<file path="config.mk">
export PLATFORM = sky130hd
export DESIGN_NAME = uart_rx_os16
export DESIGN_NICKNAME = d
export VERILOG_FILES = /design/src/rtl/uart_rx_os16_pkg.sv /design/src/rtl/uart_os_tick.sv /design/src/rtl/uart_rx_os16.sv
export SDC_FILE = /design/constraint.sdc
export NUM_CORES = 1
export LEC_CHECK = 0
export CORE_ASPECT_RATIO = 1.2
export CORE_MARGIN = 2
export CORE_UTILIZATION = 39
export DETAILED_ROUTE_END_ITERATION = 10
export GPL_TIMING_DRIVEN = 0
export PLACE_DENSITY_LB_ADDON = 0.08
export REMOVE_ABC_BUFFERS = 1
export SLEW_MARGIN = 20
export SYNTH_ARGS = -nofsm -noshare
export SYNTH_HDL_FRONTEND = slang
export SYNTH_SLANG_ARGS = --single-unit
</file>
<file path="constraint.sdc">
create_clock -name i_clk -period 1.6 [get_ports i_clk]
set_input_delay 0.16 -clock i_clk [delete_from_list [all_inputs] [get_ports i_clk]]
set_output_delay 0.16 -clock i_clk [all_outputs]
set_load 0.02 [all_outputs]
</file>
<file path="src/rtl/uart_rx_os16_pkg.sv">
// uart_rx_os16_pkg
// Shared definitions for the oversampling UART receiver: receiver state
// encodings and frame/oversampling constants.
package uart_rx_os16_pkg;

    typedef enum logic [2:0] {
        IDLE_S  = 3'd0,
        START_S = 3'd1,
        DATA_S  = 3'd2,
        PRITY_S = 3'd3,
        STOP_S  = 3'd4
    } rx_state_t;

    localparam int         FRAME_DATA_BITS = 8;
    // Tick index (0-based) at the middle of the start bit.
    localparam logic [3:0] MID_TICK        = 4'd7;
    // Tick index (0-based) that closes a full 16-tick bit period.
    localparam logic [3:0] LAST_TICK       = 4'd15;

endpackage

</file>
<file path="src/rtl/uart_os_tick.sv">
// uart_os_tick
// Oversample tick generator: counts 0..OS_DIV-1 on the system clock and
// asserts o_tick while the count sits at OS_DIV-1.
// Ports:
//   i_clk  system clock
//   i_rst  synchronous active-high reset
//   i_clr  restart the count at 0 (phase-aligns ticks to a detected edge)
//   o_tick one-cycle oversample tick
module uart_os_tick #(
    parameter int OS_DIV = 27
) (
    input  logic i_clk,
    input  logic i_rst,
    input  logic i_clr,
    output logic o_tick
);

    localparam int CW = (OS_DIV > 2) ? $clog2(OS_DIV) : 1;

    logic [CW-1:0] r_cnt;
    logic          w_last;

    assign w_last = (r_cnt == CW'(OS_DIV - 1));
    assign o_tick = w_last;

    always_ff @(posedge i_clk) begin
        if (i_rst || i_clr) begin
            r_cnt <= '0;
        end else if (w_last) begin
            r_cnt <= '0;
        end else begin
            r_cnt <= r_cnt + 1'b1;
        end
    end

endmodule

</file>
<file path="src/rtl/uart_rx_os16.sv">
// uart_rx_os16
// 16x-oversampling UART receiver (start, 8 data LSB-first, optional parity,
// 1 stop). Each received byte is offered on a valid/ready interface together
// with its parity and framing error flags; a frame that completes while the
// previous byte is still unaccepted is dropped and reported on o_overrun.
// Ports:
//   i_clk, i_rst    system clock, synchronous active-high reset
//   i_rx            asynchronous serial line, idle high
//   o_data          received byte, stable while o_valid
//   o_valid/i_ready byte handshake, transfer on o_valid && i_ready
//   o_parity_err    parity mismatch for o_data (qualified by o_valid)
//   o_frame_err     stop bit sampled low for o_data (qualified by o_valid)
//   o_overrun       one-cycle pulse when a completed frame is dropped
module uart_rx_os16
    import uart_rx_os16_pkg::*;
#(
    parameter int OS_DIV     = 27,
    parameter int PARITY_EN  = 1,
    parameter int PARITY_ODD = 0
) (
    input  logic       i_clk,
    input  logic       i_rst,
    input  logic       i_rx,
    output logic [7:0] o_data,
    output logic       o_valid,
    input  logic       i_ready,
    output logic       o_parity_err,
    output logic       o_frame_err,
    output logic       o_overrun
);

    logic      r_sync1, r_sync2, r_prev;
    rx_state_t r_state;
    logic [3:0] r_scnt;
    logic [2:0] r_bcnt;
    logic [7:0] r_shift;
    logic       r_perr;

    logic w_rx, w_fall, w_tick, w_clr, w_bit_end, w_can_load;

    assign w_rx       = r_sync2;
    assign w_fall     = r_prev & ~r_sync2;
    // Restart the tick phase on the same edge that enters START.
    assign w_clr      = (r_state == IDLE_S) && w_fall;
    assign w_bit_end  = w_tick && (r_scnt == LAST_TICK);
    // A slot is free if empty or being emptied this very cycle.
    assign w_can_load = !o_valid || i_ready;

    uart_os_tick #(.OS_DIV(OS_DIV)) u_tick (
        .i_clk  (i_clk),
        .i_rst  (i_rst),
        .i_clr  (w_clr),
        .o_tick (w_tick)
    );

    // Two-flop synchronizer plus a history flop for falling-edge detection.
    always_ff @(posedge i_clk) begin
        if (i_rst) begin
            r_sync1 <= 1'b1;
            r_sync2 <= 1'b1;
            r_prev  <= 1'b1;
        end else begin
            r_sync1 <= i_rx;
            r_sync2 <= r_sync1;
            r_prev  <= r_sync2;
        end
    end

    always_ff @(posedge i_clk) begin
        if (i_rst) begin
            r_state      <= IDLE_S;
            r_scnt       <= 4'd0;
            r_bcnt       <= 3'd0;
            r_shift      <= 8'd0;
            r_perr       <= 1'b0;
            o_data       <= 8'd0;
            o_valid      <= 1'b0;
            o_parity_err <= 1'b0;
            o_frame_err  <= 1'b0;
            o_overrun    <= 1'b0;
        end else begin
            o_overrun <= 1'b0;
            if (o_valid && i_ready) begin
                o_valid <= 1'b0;
            end
            if (w_tick) begin
                r_scnt <= r_scnt + 4'd1;
            end

            case (r_state)
                IDLE_S: begin
                    if (w_fall) begin
                        r_state <= START_S;
                        r_scnt  <= 4'd0;
                        r_bcnt  <= 3'd0;
                        r_perr  <= 1'b0;
                    end
                end
                START_S: begin
                    // Mid start bit: a high line here was a glitch.
                    if (w_tick && r_scnt == MID_TICK) begin
                        r_scnt  <= 4'd0;
                        r_state <= w_rx ? IDLE_S : DATA_S;
                    end
                end
                DATA_S: begin
                    if (w_bit_end) begin
                        r_shift <= {w_rx, r_shift[7:1]};
                        r_bcnt  <= r_bcnt + 3'd1;
                        if (r_bcnt == 3'(FRAME_DATA_BITS - 1)) begin
                            r_state <= (PARITY_EN != 0) ? PRITY_S : STOP_S;
                        end
                    end
                end
                PRITY_S: begin
                    if (w_bit_end) begin
                        r_perr  <= (^r_shift) ^ w_rx ^ 1'(PARITY_ODD);
                        r_state <= STOP_S;
                    end
                end
                STOP_S: begin
                    if (w_bit_end) begin
                        r_state <= IDLE_S;
                        if (w_can_load) begin
                            o_data       <= r_shift;
                            o_parity_err <= r_perr;
                            o_frame_err  <= ~w_rx;
                            o_valid      <= 1'b1;
                        end else begin
                            o_overrun <= 1'b1;
                        end
                    end
                end
                default: r_state <= IDLE_S;
            endcase
        end
    end

endmodule
</file>
==> impl_metrics.csv <==
group,metric,value,unit
drt,finalWirelength,3.52,mm
timing,worstMarginPinSlew,1.08,ns
setup_path,r2r_slack,-0.03,ns
drt,drtPass1Iterations,4,
timing,fin_crit,1.63,ns
hold_path,hold-path-cell-count,1,
outcome,violations,"setup timing",
timing,hold_violations,0,
synth,ys_types,40,
hold_path,hp-class,"reg2reg",
synth,synth-seq-cells,39,
synth,synth_top_area_share,0.460,
setup_path,end_kind,"flip-flop",
grt,grt_pass1_wl,5.64,mm
timing,setup_viol,3,
final_layout,nNetsFinal,210,
timing,timing.final.max_slew_violations,0,
grt,grt-ovfl-total,0,
clock_network,htreeDepth,2,
placement,hpwl,2.12,mm
floorplan,fp.dieArea,0.00490,mm^2
setup_path,path_max_fanout,5,
drt,wl_per_cell,13.7,um
synth,synthTopCellsByArea,"dfxtp_1, mux2i_1, nor2_1, ha_1, xnor2_1",
synth,ys_top_cells_by_count,"dfxtp_1, nor2_1, mux2i_1",
synth,syn_inst,170,
clock_network,clockBufferDepth,2,
drt,wirelength_met1,1.52,mm
power_and_ir_drop,power_density,834,mW/mm^2
final_layout,area.growth.synth_to_final,29.8,%
floorplan,std_cell_rows,26,
timing,finClkSkew,0.00449,ns
floorplan,core_area,0.00423,mm^2
clock_network,cts_hold_buf,0,
synth,ys_warn_count,0,
setup_path,cp.arrival,1.83,ns
power_and_ir_drop,total_power,0.00184,W
drt,wl_met3,111,um
timing,fmax,0.615,GHz
setup_path,rr_worst_depth,7,
synth,seq_area_frac_synth,0.460,
placement,gp_congestion,0.766,
drt,wl_met2,1.82,mm
timing,whs,0.426,ns
timing,maxSlewHeadroom,0.278,
clock_network,cts-root-buf,"clkbuf_8",
setup_path,r2r-end,"r_state[0]$_SDFFE_PP0P_",
setup_path,cp_slowest_cell,"dfxtp_4",
floorplan,io_pins,16,
setup_path,critPathMaxStageDelay,0.37,ns
clock_network,cts_sinks,39,
timing,rsz0062_at_grt,"true",
run,drv_cap,0,
synth,synth_area_per_cell,9.99,um^2
final_layout,layout-drive-gt1-share,0.250,
drt,drt_iter0_drc,28,
drt,dr.max_layer_used,"met4",
power_and_ir_drop,p_leak,0.874,nW
synth,yosysMostFrequentCell,"dfxtp_1",
floorplan,die_y,76.3,um
synth,yosysTopAreaCell,"dfxtp_1",
setup_path,crit_type,"reg2reg",
drt,drc,0,
setup_path,r2r-start,"u_tick.r_cnt[1]$_SDFF_PP0_",
clock_network,clkTransAtPathRegs,0.07,ns
placement,port_buffers,15,
drt,final_antenna_net_count,0,
grt,grt_pass1_vias,1232,
hold_path,min-delay-start,"r_sync1$_SDFF_PP1_",
synth,synth_edf_count,0,
timing,postLayoutSetupSlackWorst,-0.0260,ns
hold_path,hold_end,"r_sync2$_SDFF_PP1_",
synth,synth_area,0.00170,mm^2
synth,synthArstFlopShare,0,
drt,vias,1307,
final_layout,n_antenna_cell,0,
setup_path,path_cells,"ha_4 -> and4b_2 -> buf_4 -> buf_6 -> nand2_4 -> a2111o_1 -> a21oi_1",
placement,place_worst_setup_slack,-0.826,ns
grt,grtUsageTotal,0.148,
floorplan,chipWidth,64.2,um
outcome,status,"finished, violations left",
grt,grt_start_max_net_pins,32,
setup_path,start_kind,"flip-flop",
synth,synth-main-ff-cell,"dfxtp_1",
clock_network,clock_latency,0.29,ns
setup_path,startpoint,"u_tick.r_cnt[1]$_SDFF_PP0_",
clock_network,cts_buffers,5,
clock_network,cts_tree,"yes",
setup_path,cp.required,1.81,ns
timing,fin_crit_sh,1.02,
grt,antenna_found_initial,0,
power_and_ir_drop,ir_drop,0.000632,V
drt,via_per_inst,5.11,
floorplan,initial_core_util,0.401,
==> per-layer routing <==
layer | GRT usage | vias to the layer above
met5 | 0 | -
met4 | 0.0638 | 0
met3 | 0.0399 | 7
met2 | 0.247 | 20
met1 | 0.177 | 628
li1 | - | 652
==> what timing repair did <==
action | in CTS | in global routing
gates resized for setup | 18 | 14
endpoints found under the setup margin | 33 | 28
pin swaps | 3 | 11
cloned | 0 | 0
buffers inserted | 9 | 7
==> power breakdown <==
group | switching [W] | leakage [nW] | internal [W]
sequential | 0.0000353 | 0.319 | 0.000988
combinational | 0.0000884 | 0.508 | 0.0000667
clock | 0.000320 | 0.0470 | 0.000338
==> critical path: cells and delay by family, from the launching register on <==
| kind | cells | cell delay (ns) |
|---|---|---|
| buffers and inverters | 2 | 0.22 |
| adder cells (fa/ha/maj) | 1 | 0.14 |
| flip-flops | 1 | 0.37 |
| AO/OA/AOI/OAI | 2 | 0.47 |
| AND/OR/NAND/NOR | 2 | 0.34 |
==> sequential cells by signal, summed over array words and instances (netlist names), 3 cells and up <==
signal        cells
o_data            8
r_bcnt            3
r_scnt            4
r_shift           8
r_state           3
u_tick.r_cnt      5
==> per-stage QoR <==
| stage | cells | setup TNS (ns) | area (um^2) | utilization |
|---|---|---|---|---|
| after floorplan | 163 | -10.19 | 1660 | - |
| after global placement | 234 | -25.79 | 1880 | 0.443 |
| after detailed placement | 235 | -17.39 | 1890 | 0.446 |
| after CTS | 251 | -0.349 | 2110 | 0.499 |
| after global routing | 256 | -1.58 | 2200 | 0.521 |
| final | 256 | -0.0637 | 2200 | 0.521 |
==> how the worst max path moves through the flow <==
stage	endpoint
4_1_cts	o_frame_err$_SDFFE_PP0P_
3_5_place_dp	o_frame_err$_SDFFE_PP0P_
5_1_grt	o_frame_err$_SDFFE_PP0P_
2_1_floorplan	r_shift[0]$_SDFFE_PP0P_
3_3_place_gp	r_shift[4]$_SDFFE_PP0P_
6_report	r_state[0]$_SDFFE_PP0P_
==> logic make-up after synthesis <==
logic type      Yosys count  share of synthesized area
xor+xnor                 13                     0.0752
buf+inv                   9                     0.0295
simple gates             62                      0.190
mux                      17                      0.100
fa+ha+maj                 6                     0.0442
flops                    39                      0.460
compound gates           24                      0.101
==> placed cells by master (no fill, tap or decap), drive strengths merged, types with 2 or more instances in the layout <==
master	Yosys	routed
dfxtp	39	39
nor2	29	29
mux2i	17	17
buf	4	15
clkdlybuf4s50	0	14
a21oi	10	10
xnor2	8	8
nand2	8	8
clkbuf	3	6
ha	6	6
or2	5	5
nand2b	4	4
xor2	4	4
o21ai	4	4
nand3	4	4
nand4	3	3
nor3b	2	2
o2111ai	2	2
inv	2	2
==> area by class of cell <==
class | instances | area (um^2)
timing repair buffer | 30 | 269
clock inverter | 1 | 5.00
fill | 402 | 2030
clock buffer | 6 | 82.6
inverter | 2 | 7.51
sequential | 39 | 796
multi-input combinational | 122 | 973
tap | 56 | 70.1
(Power assumes the default switching activity.)
